File: config.mk
export PLATFORM = sky130hd
export DESIGN_NAME = ps2_device_tx_flat
export DESIGN_NICKNAME = d
export VERILOG_FILES = /design/src/rtl/ps2_device_tx_if.sv /design/src/rtl/ps2_device_tx.sv /design/src/flat_wrapper.sv
export SDC_FILE = /design/constraint.sdc
export NUM_CORES = 1
export LEC_CHECK = 0
export ABC_AREA = 1
export BUFFER_PORTS_ARGS = -buffer_cell sky130_fd_sc_hd__buf_2
export CELL_PAD_IN_SITES_DETAIL_PLACEMENT = 2
export CELL_PAD_IN_SITES_GLOBAL_PLACEMENT = 2
export CORE_ASPECT_RATIO = 0.75
export CORE_MARGIN = 4
export CORE_UTILIZATION = 30
export CTS_CLUSTER_SIZE = 28
export DETAILED_ROUTE_END_ITERATION = 10
export GPL_TIMING_DRIVEN = 0
export PLACE_DENSITY_LB_ADDON = 0.1
export SYNTH_ARGS = -nofsm -noshare
export SYNTH_HDL_FRONTEND = slang
export SYNTH_SLANG_ARGS = --single-unit
export TNS_END_PERCENT = 10
File: constraint.sdc
create_clock -name Clock -period 4.1 [get_ports Clock]
set_input_delay 0.41 -clock Clock [delete_from_list [all_inputs] [get_ports Clock]]
set_output_delay 0.41 -clock Clock [all_outputs]
set_load 0.03 [all_outputs]
File: src/rtl/ps2_device_tx_if.sv
// Signal bundle between the bench harness (master) and the PS/2 device-side
// transmitter (slave): scancode push, host inhibit, and the two PS/2 lines.
interface ps2_device_tx_if;
  logic       send;
  logic [7:0] scan_code;
  logic       host_inhibit;
  logic       ps2_clk;
  logic       ps2_dat;
  logic       busy;
  logic       done;
  logic       fifo_full;
  logic       overflow;

  modport master (
    output send,
    output scan_code,
    output host_inhibit,
    input  ps2_clk,
    input  ps2_dat,
    input  busy,
    input  done,
    input  fifo_full,
    input  overflow
  );

  modport slave (
    input  send,
    input  scan_code,
    input  host_inhibit,
    output ps2_clk,
    output ps2_dat,
    output busy,
    output done,
    output fifo_full,
    output overflow
  );
endinterface

File: src/rtl/ps2_device_tx.sv
// Keyboard-side PS/2 transmitter: queues scancodes in a small FIFO and sends each
// as an 11-bit device-to-host frame (start, 8 data LSB first, odd parity, stop).
module ps2_device_tx #(
  parameter int CLK_HALF   = 4,
  parameter int GAP_CYCLES = 8,
  parameter int FIFO_DEPTH = 4
) (
  input  logic            Clock,
  input  logic            Resetn,
  ps2_device_tx_if.slave  bus
);

  localparam int AW = (FIFO_DEPTH > 1) ? $clog2(FIFO_DEPTH) : 1;
  localparam int CW = 16;

  localparam logic [CW-1:0] H_LAST   = CW'(CLK_HALF - 1);
  localparam logic [CW-1:0] GAP_LAST = CW'(GAP_CYCLES - 1);
  localparam logic [AW:0]   DEPTH_C  = (AW + 1)'(FIFO_DEPTH);
  localparam logic [AW-1:0] PTR_LAST = AW'(FIFO_DEPTH - 1);
  localparam logic [3:0]    LAST_BIT = 4'd10;
  localparam logic [3:0]    INH_BIT  = 4'd9;

  typedef enum logic [2:0] {
    S_IDLE    = 3'd0,
    S_SETUP   = 3'd1,
    S_LOW     = 3'd2,
    S_GAP     = 3'd3,
    S_INHIBIT = 3'd4
  } state_e;

  function automatic logic odd_parity(input logic [7:0] data);
    return ~^data;
  endfunction

  function automatic logic [10:0] build_frame(input logic [7:0] data);
    return {1'b1, odd_parity(data), data, 1'b0};
  endfunction

  function automatic logic [AW-1:0] ptr_next(input logic [AW-1:0] ptr);
    logic [AW-1:0] nxt;
    if (ptr == PTR_LAST) begin
      nxt = '0;
    end else begin
      nxt = ptr + AW'(1);
    end
    return nxt;
  endfunction

  logic [7:0]    mem_q [FIFO_DEPTH];
  logic [AW-1:0] rd_ptr_q, rd_ptr_d;
  logic [AW-1:0] wr_ptr_q, wr_ptr_d;
  logic [AW:0]   count_q, count_d;

  state_e        state_q, state_d;
  logic [CW-1:0] cnt_q, cnt_d;
  logic [3:0]    bit_q, bit_d;
  logic [10:0]   frame_q, frame_d;

  logic          ps2_clk_q, ps2_clk_d;
  logic          ps2_dat_q, ps2_dat_d;
  logic          busy_q, busy_d;
  logic          done_q, done_d;
  logic          full_q, full_d;
  logic          ovf_q, ovf_d;

  logic          pop_s;
  logic          push_ok_s;
  logic          full_s;
  logic          inhibit_hit_s;

  // Transmit sequencer: bit timing, inhibit abort and the frame-complete pop.
  always_comb begin
    state_d       = state_q;
    cnt_d         = cnt_q;
    bit_d         = bit_q;
    frame_d       = frame_q;
    pop_s         = 1'b0;
    done_d        = 1'b0;
    inhibit_hit_s = bus.host_inhibit && (bit_q <= INH_BIT);

    case (state_q)
      S_IDLE: begin
        if ((count_q != '0) && !bus.host_inhibit) begin
          state_d = S_SETUP;
          frame_d = build_frame(mem_q[rd_ptr_q]);
          bit_d   = 4'd0;
          cnt_d   = '0;
        end else begin
          state_d = S_IDLE;
        end
      end
      S_SETUP: begin
        if (inhibit_hit_s) begin
          state_d = S_INHIBIT;
          cnt_d   = '0;
        end else if (cnt_q == H_LAST) begin
          state_d = S_LOW;
          cnt_d   = '0;
        end else begin
          cnt_d   = cnt_q + CW'(1);
        end
      end
      S_LOW: begin
        if (inhibit_hit_s) begin
          state_d = S_INHIBIT;
          cnt_d   = '0;
        end else if (cnt_q == H_LAST) begin
          cnt_d = '0;
          if (bit_q == LAST_BIT) begin
            // Byte leaves the FIFO only once its stop bit has fully gone out.
            pop_s   = 1'b1;
            done_d  = 1'b1;
            state_d = S_GAP;
          end else begin
            bit_d   = bit_q + 4'd1;
            state_d = S_SETUP;
          end
        end else begin
          cnt_d   = cnt_q + CW'(1);
        end
      end
      S_GAP: begin
        if (cnt_q == GAP_LAST) begin
          state_d = S_IDLE;
          cnt_d   = '0;
        end else begin
          cnt_d   = cnt_q + CW'(1);
        end
      end
      S_INHIBIT: begin
        if (!bus.host_inhibit) begin
          state_d = S_GAP;
          cnt_d   = '0;
        end else begin
          state_d = S_INHIBIT;
        end
      end
      default: begin
        state_d = S_IDLE;
        cnt_d   = '0;
        bit_d   = 4'd0;
      end
    endcase

    // Lines are derived from the next state so they change on the same edge.
    case (state_d)
      S_SETUP: begin
        ps2_clk_d = 1'b1;
        ps2_dat_d = frame_d[bit_d];
      end
      S_LOW: begin
        ps2_clk_d = 1'b0;
        ps2_dat_d = frame_d[bit_d];
      end
      default: begin
        ps2_clk_d = 1'b1;
        ps2_dat_d = 1'b1;
      end
    endcase
  end

  // FIFO bookkeeping; a push into a full FIFO survives only alongside a pop.
  always_comb begin
    full_s    = (count_q == DEPTH_C);
    push_ok_s = bus.send && (!full_s || pop_s);
    ovf_d     = bus.send && full_s && !pop_s;
    wr_ptr_d  = wr_ptr_q;
    rd_ptr_d  = rd_ptr_q;
    count_d   = count_q;

    if (push_ok_s) begin
      wr_ptr_d = ptr_next(wr_ptr_q);
    end else begin
      wr_ptr_d = wr_ptr_q;
    end

    if (pop_s) begin
      rd_ptr_d = ptr_next(rd_ptr_q);
    end else begin
      rd_ptr_d = rd_ptr_q;
    end

    if (push_ok_s && !pop_s) begin
      count_d = count_q + (AW + 1)'(1);
    end else if (pop_s && !push_ok_s) begin
      count_d = count_q - (AW + 1)'(1);
    end else begin
      count_d = count_q;
    end

    full_d = (count_d == DEPTH_C);
    busy_d = (count_d != '0) || (state_d != S_IDLE);
  end

  // FIFO storage; contents need no reset because count gates every read.
  always_ff @(posedge Clock) begin
    if (push_ok_s) begin
      mem_q[wr_ptr_q] <= bus.scan_code;
    end
  end

  // State and registered outputs with synchronous active-low reset.
  always_ff @(posedge Clock) begin
    if (!Resetn) begin
      state_q   <= S_IDLE;
      cnt_q     <= '0;
      bit_q     <= 4'd0;
      frame_q   <= '1;
      rd_ptr_q  <= '0;
      wr_ptr_q  <= '0;
      count_q   <= '0;
      ps2_clk_q <= 1'b1;
      ps2_dat_q <= 1'b1;
      busy_q    <= 1'b0;
      done_q    <= 1'b0;
      full_q    <= 1'b0;
      ovf_q     <= 1'b0;
    end else begin
      state_q   <= state_d;
      cnt_q     <= cnt_d;
      bit_q     <= bit_d;
      frame_q   <= frame_d;
      rd_ptr_q  <= rd_ptr_d;
      wr_ptr_q  <= wr_ptr_d;
      count_q   <= count_d;
      ps2_clk_q <= ps2_clk_d;
      ps2_dat_q <= ps2_dat_d;
      busy_q    <= busy_d;
      done_q    <= done_d;
      full_q    <= full_d;
      ovf_q     <= ovf_d;
    end
  end

  assign bus.ps2_clk   = ps2_clk_q;
  assign bus.ps2_dat   = ps2_dat_q;
  assign bus.busy      = busy_q;
  assign bus.done      = done_q;
  assign bus.fifo_full = full_q;
  assign bus.overflow  = ovf_q;

endmodule

File: src/flat_wrapper.sv
// flat-port wrapper written by rule: the top's interface ports become plain ports
module ps2_device_tx_flat 
#(
  parameter int CLK_HALF   = 4,
  parameter int GAP_CYCLES = 8,
  parameter int FIFO_DEPTH = 4
)
  (Clock, Resetn, bus_send, bus_scan_code, bus_host_inhibit, bus_ps2_clk, bus_ps2_dat, bus_busy, bus_done, bus_fifo_full, bus_overflow);
  ps2_device_tx_if bus_i ();
  input  logic Clock;
  input  logic Resetn;
  input wire logic [$bits(bus_i.send)-1:0] bus_send;
  input wire logic [$bits(bus_i.scan_code)-1:0] bus_scan_code;
  input wire logic [$bits(bus_i.host_inhibit)-1:0] bus_host_inhibit;
  output wire logic [$bits(bus_i.ps2_clk)-1:0] bus_ps2_clk;
  output wire logic [$bits(bus_i.ps2_dat)-1:0] bus_ps2_dat;
  output wire logic [$bits(bus_i.busy)-1:0] bus_busy;
  output wire logic [$bits(bus_i.done)-1:0] bus_done;
  output wire logic [$bits(bus_i.fifo_full)-1:0] bus_fifo_full;
  output wire logic [$bits(bus_i.overflow)-1:0] bus_overflow;
  assign bus_i.send = bus_send;
  assign bus_i.scan_code = bus_scan_code;
  assign bus_i.host_inhibit = bus_host_inhibit;
  assign bus_ps2_clk = bus_i.ps2_clk;
  assign bus_ps2_dat = bus_i.ps2_dat;
  assign bus_busy = bus_i.busy;
  assign bus_done = bus_i.done;
  assign bus_fifo_full = bus_i.fifo_full;
  assign bus_overflow = bus_i.overflow;
  ps2_device_tx #(.CLK_HALF(CLK_HALF), .GAP_CYCLES(GAP_CYCLES), .FIFO_DEPTH(FIFO_DEPTH)) u_core (.Clock(Clock), .Resetn(Resetn), .bus(bus_i));
endmodule
; Word-level counts from Yosys, hierarchy flattened
; Memories as Yosys holds them, arrays and structs flattened. A register that Yosys moved wholly into a read port is not among the register bits.
; Index checks and enable logic that the tools add are counted.
; Widths: inputs -> output; s select.
[word_totals]
reg_bits = 47
ram_bits = 32
output_inout_bits = 6
wordCells = 97
memories = 1
[classes]
add_sub_neg = 6
n_lt_le_gt_ge = 2
n_eq_ne = 15
n_mux = 37
n_reduce_logical = 23
[memory_table]
columns = name, words, word_bits, rd, rd_ports_with_merged_regs, wr, line
row1 = u_core.mem_q, 4, 8, 1, 1, 1, ps2_device_tx.sv:49  ; logic [7:0] mem_q [FIFO_DEPTH];
[ops]
columns = operator, count
row1 = $mux 16, 5
row2 = $pmux 16 s4, 1
row3 = $mux 3, 8
row4 = $mux 11, 2
row5 = $add 16x1->16 const B, 1
row6 = $eq 16x2->1 const B, 1
row7 = $eq 16x3->1 const B, 1
row8 = $mux 4, 4
row9 = $pmux 3 s5, 1
row10 = $pmux 4 s3, 1
row11 = $mux 2, 5
row12 = $eq 3x2->1 const B, 3
row13 = $eq 3x3->1 const B, 3
row14 = $mux 1, 9
row15 = $reduce_bool 3->1, 3
row16 = $reduce_xnor 8->1, 1
row17 = $logic_and 1x1->1, 7
row18 = $eq 3x1->1 const B, 2
row19 = $lt 4x5->1 const B, 1
row20 = $add 2x1->2 const B, 2
row21 = $add 4x1->4 const B, 1
row22 = $bmux 1 s4, 1
row23 = $eq 2x2->1 const B, 2
row24 = $eq 4x4->1 const B, 1
row25 = other kinds (11), 17

; Logic depth before layout (Yosys ltp)
[depth]
ltp_word = 13
ltp_mapped = 19
depth_no_buf = 17

; Worst setup path before layout
; OpenSTA, ideal clock, no wires.
[synth_timing]
path_type = flip-flop to flip-flop
startpoint = register u_core.bit_q[0]
endpoint = memory u_core.mem_q[0][0] (enable)
setup_time_ns = 0.371
arrival_time_ns = 1.880
required_ns = 3.729
setup_slack_ns = 1.849
path_stages_with_launch = 10
path_buffers = 0
cell_sequence = dfxtp_1 -> inv_1 -> ha_1 -> o21ai_2 -> a21oi_4 -> nor2_4 -> nand3_4 -> nand3_1 -> nand2_1 -> nor2_1
[synth_via]
elab_chain_cells = 9
elab_cells_between_ends = 11
classes_between = order compare (1) / eq/ne (1) / mux (6) / reduce/logical (3)
[synth_lines]
columns = element, line
row1 = from (decl), ps2_device_tx.sv:56  ; logic [3:0] bit_q, bit_d;
row2 = from (signal assigned), ps2_device_tx.sv:221  ; bit_q <= bit_d;
row3 = $eq 4x4->1, ps2_device_tx.sv:109  ; if (bit_q == LAST_BIT) begin
row4 = $mux 1, ps2_device_tx.sv:109
row5 = $mux 1, ps2_device_tx.sv:107  ; end else if (cnt_q == H_LAST) begin
row6 = $mux 1 *, ps2_device_tx.sv:104  ; if (inhibit_hit_s) begin
row7 = $mux 1 *, ps2_device_tx.sv:81  ; case (state_q)
row8 = $logic_or 1x1->1 *, ps2_device_tx.sv:165  ; push_ok_s = bus.send && (!full_s || pop_s);
row9 = $logic_and 1x1->1 *, ps2_device_tx.sv:165
row10 = $mux 1 *, ps2_device_tx.sv:197  ; if (push_ok_s) begin
row11 = $mux 1 (not written as such) *, ps2_device_tx.sv:198  ; mem_q[wr_ptr_q] <= bus.scan_code;
row12 = to (decl), ps2_device_tx.sv:49
; Every way passes the cells marked *; elsewhere a longest branch is shown, timed or not.

; Worst setup path after layout
[layout_timing]
startpoint = register u_core.bit_q[0]
endpoint = memory u_core.mem_q[0][5] (enable)
; Same word-level chain as after synthesis.

==> impl_metrics.py <==
metrics = {
    "place": {
        "hpwl_mm": 9.25,
        "io_buffers": 17,
        "gp_congestion": 0.779,
    },
    "global_route": {
        "antenna_found_initial": 0,
        "grt_overflow": 0,
        "grtUsageTotal": 0.156,
        "grt_pass1_vias": 4070,
        "grt_pass1_wl_mm": 20.5,
        "grt_max_degree": 14,
    },
    "clock_network": {
        "cts_setup_buffers": 0,
        "cts_buffers": 9,
        "root_buffer": "clkbuf_16",
        "post_cts_resize_count": 0,
        "clock_latency_ps": 350,
        "clk_pin_slew_ps": 60,
        "h-tree-depth": 3,
        "cts_hold_buf": 0,
        "numClockSinks": 81,
        "cts_max_path_buffers": 2,
        "cts_tree": "done",
    },
    "layout": {
        "final_nets": 621,
        "layout_common_cells": "nand2_1 (199), inv_1 (73), nand3_1 (55), dfxtp_1 (49), nor2_1 (42)",
        "diodes": 0,
        "area_growth_pct": 14.4,
        "mostFrequentLayoutCell": "nand2_1",
        "drive_gt1_frac": 0.113,
    },
    "sta": {
        "holdWs_ps": 289,
        "timing.final.crit_share": 0.727,
        "max_slew_margin": 0.416,
        "hold_viol": 0,
        "finalSetupTns_ps": 0,
        "tightest_slew_ps": 873,
        "rsz0062_at_grt": "no",
        "slew_violations": 0,
        "fin_skew_ps": 8.64,
        "setup_violations": 0,
        "period_needed_ps": 2980,
        "max_freq_ghz": 0.335,
    },
    "synth": {
        "synth_top_cell_area_share": 0.230,
        "yosys_warnings": 0,
        "syn_area_per_cell_um2": 7.49,
        "syn_nets": 593,
        "synth.cell_area_um2": 4260,
        "ys_types": 38,
        "netlist_instances": 568,
        "ys_ff_latch": 81,
        "synth_area_leaders": "dfxtp_1 (23%), edfxtp_1 (23%), nand2_1 (18%)",
        "synth_top_area_cell": "dfxtp_1",
        "seq_area_frac_synth": 0.456,
    },
    "critical_path": {
        "r2r_start": "u_core.bit_q[0]$_SDFF_PN0_",
        "r2r_cells": 9,
        "worst_setup_path_end_kind": "flip-flop",
        "reg2reg_slack_ps": 1120,
        "cpPeakStageDelay_ps": 730,
        "slowest_stage": "nor2_1",
        "cp.arrival_ps": 2950,
        "path_class": "reg2reg",
        "cp-start-kind": "flip-flop",
        "cp_cell_sequence": "inv_1 > ha_1 > o21ai_2 > a21oi_4 > nor2_4 > nand3_4 > nand3_1 > nand2_1 > nor2_1",
        "cp.required_ps": 4070,
        "rr_endpoint": "u_core.mem_q[0][5]$_DFFE_PP_",
        "path_max_fanout": 9,
    },
    "route": {
        "vias": 3657,
        "wirelength_mm": 11.8,
        "avgRoutedWirePerCell_um": 15.2,
        "routed_via_density": 4.71,
        "drtAntennaViolNets": 0,
        "first_pass_iters": 4,
        "dr.first_iter.drc_count": 108,
        "drt_drc_violations_left": 0,
    },
    "die": {
        "fp.coreArea_um2": 13800,
        "die_area_um2": 16200,
        "die_x_um": 146,
        "rows": 37,
        "pin_count": 18,
        "dieHeight_um": 111,
        "floorplan.initialDensity": 0.309,
    },
    "power_and_ir_drop": {
        "irDropWorstVdd_mv": 0.203,
        "power_leakage_nw": 2.19,
        "p_per_area_nw_per_um2": 407,
    },
    "min_path": {
        "min-delay-start": "bus_scan_code[7]",
        "whs_path_depth": 1,
        "hold_class": "in2reg",
        "holdPathEnd": "u_core.mem_q[2][7]$_DFFE_PP_",
    },
    "run": {
        "cap_violations": 0,
    },
    "outcome": {
        "status": "finished, final reports clean",
    },
}
==> cells by family after synthesis <==
family                     Yosys count  synth area share
xor gates and xnor gates             6            0.0141
DFF                                 81             0.456
and+or+nand+nor                    332             0.342
buffers and inverters               88            0.0814
adders and majority gates           13            0.0382
AOI/OAI and AO/OA                   48            0.0685
==> worst max-delay path by stage <==
stage | start | endpoint | slack (ps) | cells past startpoint
after floorplan | u_core.bit_q[0]$_SDFF_PN0_ | u_core.mem_q[0][0]$_DFFE_PP_ | 1850 | 9
after global placement | u_core.bit_q[0]$_SDFF_PN0_ | u_core.mem_q[0][0]$_DFFE_PP_ | 1130 | 9
after detailed placement | u_core.bit_q[0]$_SDFF_PN0_ | u_core.mem_q[3][1]$_DFFE_PP_ | 1040 | 9
after CTS | u_core.bit_q[0]$_SDFF_PN0_ | u_core.mem_q[3][0]$_DFFE_PP_ | 1030 | 9
after global routing | u_core.bit_q[0]$_SDFF_PN0_ | u_core.mem_q[0][0]$_DFFE_PP_ | 820 | 9
final | u_core.bit_q[0]$_SDFF_PN0_ | u_core.mem_q[0][5]$_DFFE_PP_ | 1120 | 9
==> cell usage after synthesis, drive strengths merged <==
library cell,n
nand3b,1
dfxtp,49
buf,7
inv,77
nand4,3
nor4,1
nor2b,1
clkbuf,4
nor2,50
nor3b,2
o21ai,31
xnor2,1
nand2,204
nor3,10
o21bai,1
ha,13
a211oi,2
xor2,5
edfxtp,32
or2,1
o211ai,1
nand3,59
o211a,1
a21oi,11
a221oi,1
==> through the flow <==
stage,instance area [um^2],power [W],instances,utilization,worst slack [ps]
floorplan,4260,0.00108,568,-,1850
CTS,4870,0.00202,776,0.353,1030
detailed placement,4560,0.00116,760,0.331,1040
global placement,4560,0.00115,760,0.331,1130
finish,4870,0.00198,776,0.353,1120
global route,4870,0.00209,776,0.353,821
==> power breakdown <==
group	internal (W)	switching [W]	total (W)	leakage, nW
registers	0.000876	0.0000146	0.000890	0.692
logic	0.0000743	0.000177	0.000251	1.35
clock network	0.000515	0.000328	0.000843	0.152
==> sequential cells by signal, indices dropped and copies added (netlist names), named ones only <==
| register | flops |
|---|---|
| u_core.bit_q | 4 |
| u_core.bus.busy | 1 |
| u_core.bus.done | 1 |
| u_core.bus.fifo_full | 1 |
| u_core.bus.overflow | 1 |
| u_core.bus.ps2_clk | 1 |
| u_core.bus.ps2_dat | 1 |
| u_core.cnt_q | 16 |
| u_core.count_q | 3 |
| u_core.frame_q | 11 |
| u_core.mem_q | 32 |
| u_core.rd_ptr_q | 2 |
| u_core.state_q | 3 |
| u_core.wr_ptr_q | 2 |
==> layout make-up <==
class	count	area (um^2)
Multi-Input combinational cell	399	1970
Buffer	11	57.6
Clock inverter	4	48.8
Inverter	77	289
Timing Repair Buffer	17	85.1
Sequential cell	81	1940
Clock buffer	12	262
Fill cell	1629	8920
Tap cell	175	219
==> metal layers <==
metal | up-vias | GRT usage | part of all wire
met2 | 20 | 0.262 | 0.47
met4 | 0 | 0.0417 | 0.013
met5 | - | 0 | 0
met1 | 1763 | 0.204 | 0.49
li1 | 1861 | - | -
met3 | 13 | 0.0323 | 0.024
==> worst max-delay path, delay by kind of cell (launching register included) <==
kind | cells | cell delay, ps
AND/OR/NAND/NOR | 5 | 1410
flip-flops | 1 | 470
AO/OA/AOI/OAI | 2 | 300
adder cells (fa/ha/maj) | 1 | 240
buffers and inverters | 1 | 170
No activity file was read; power rests on OpenSTA's default activity.
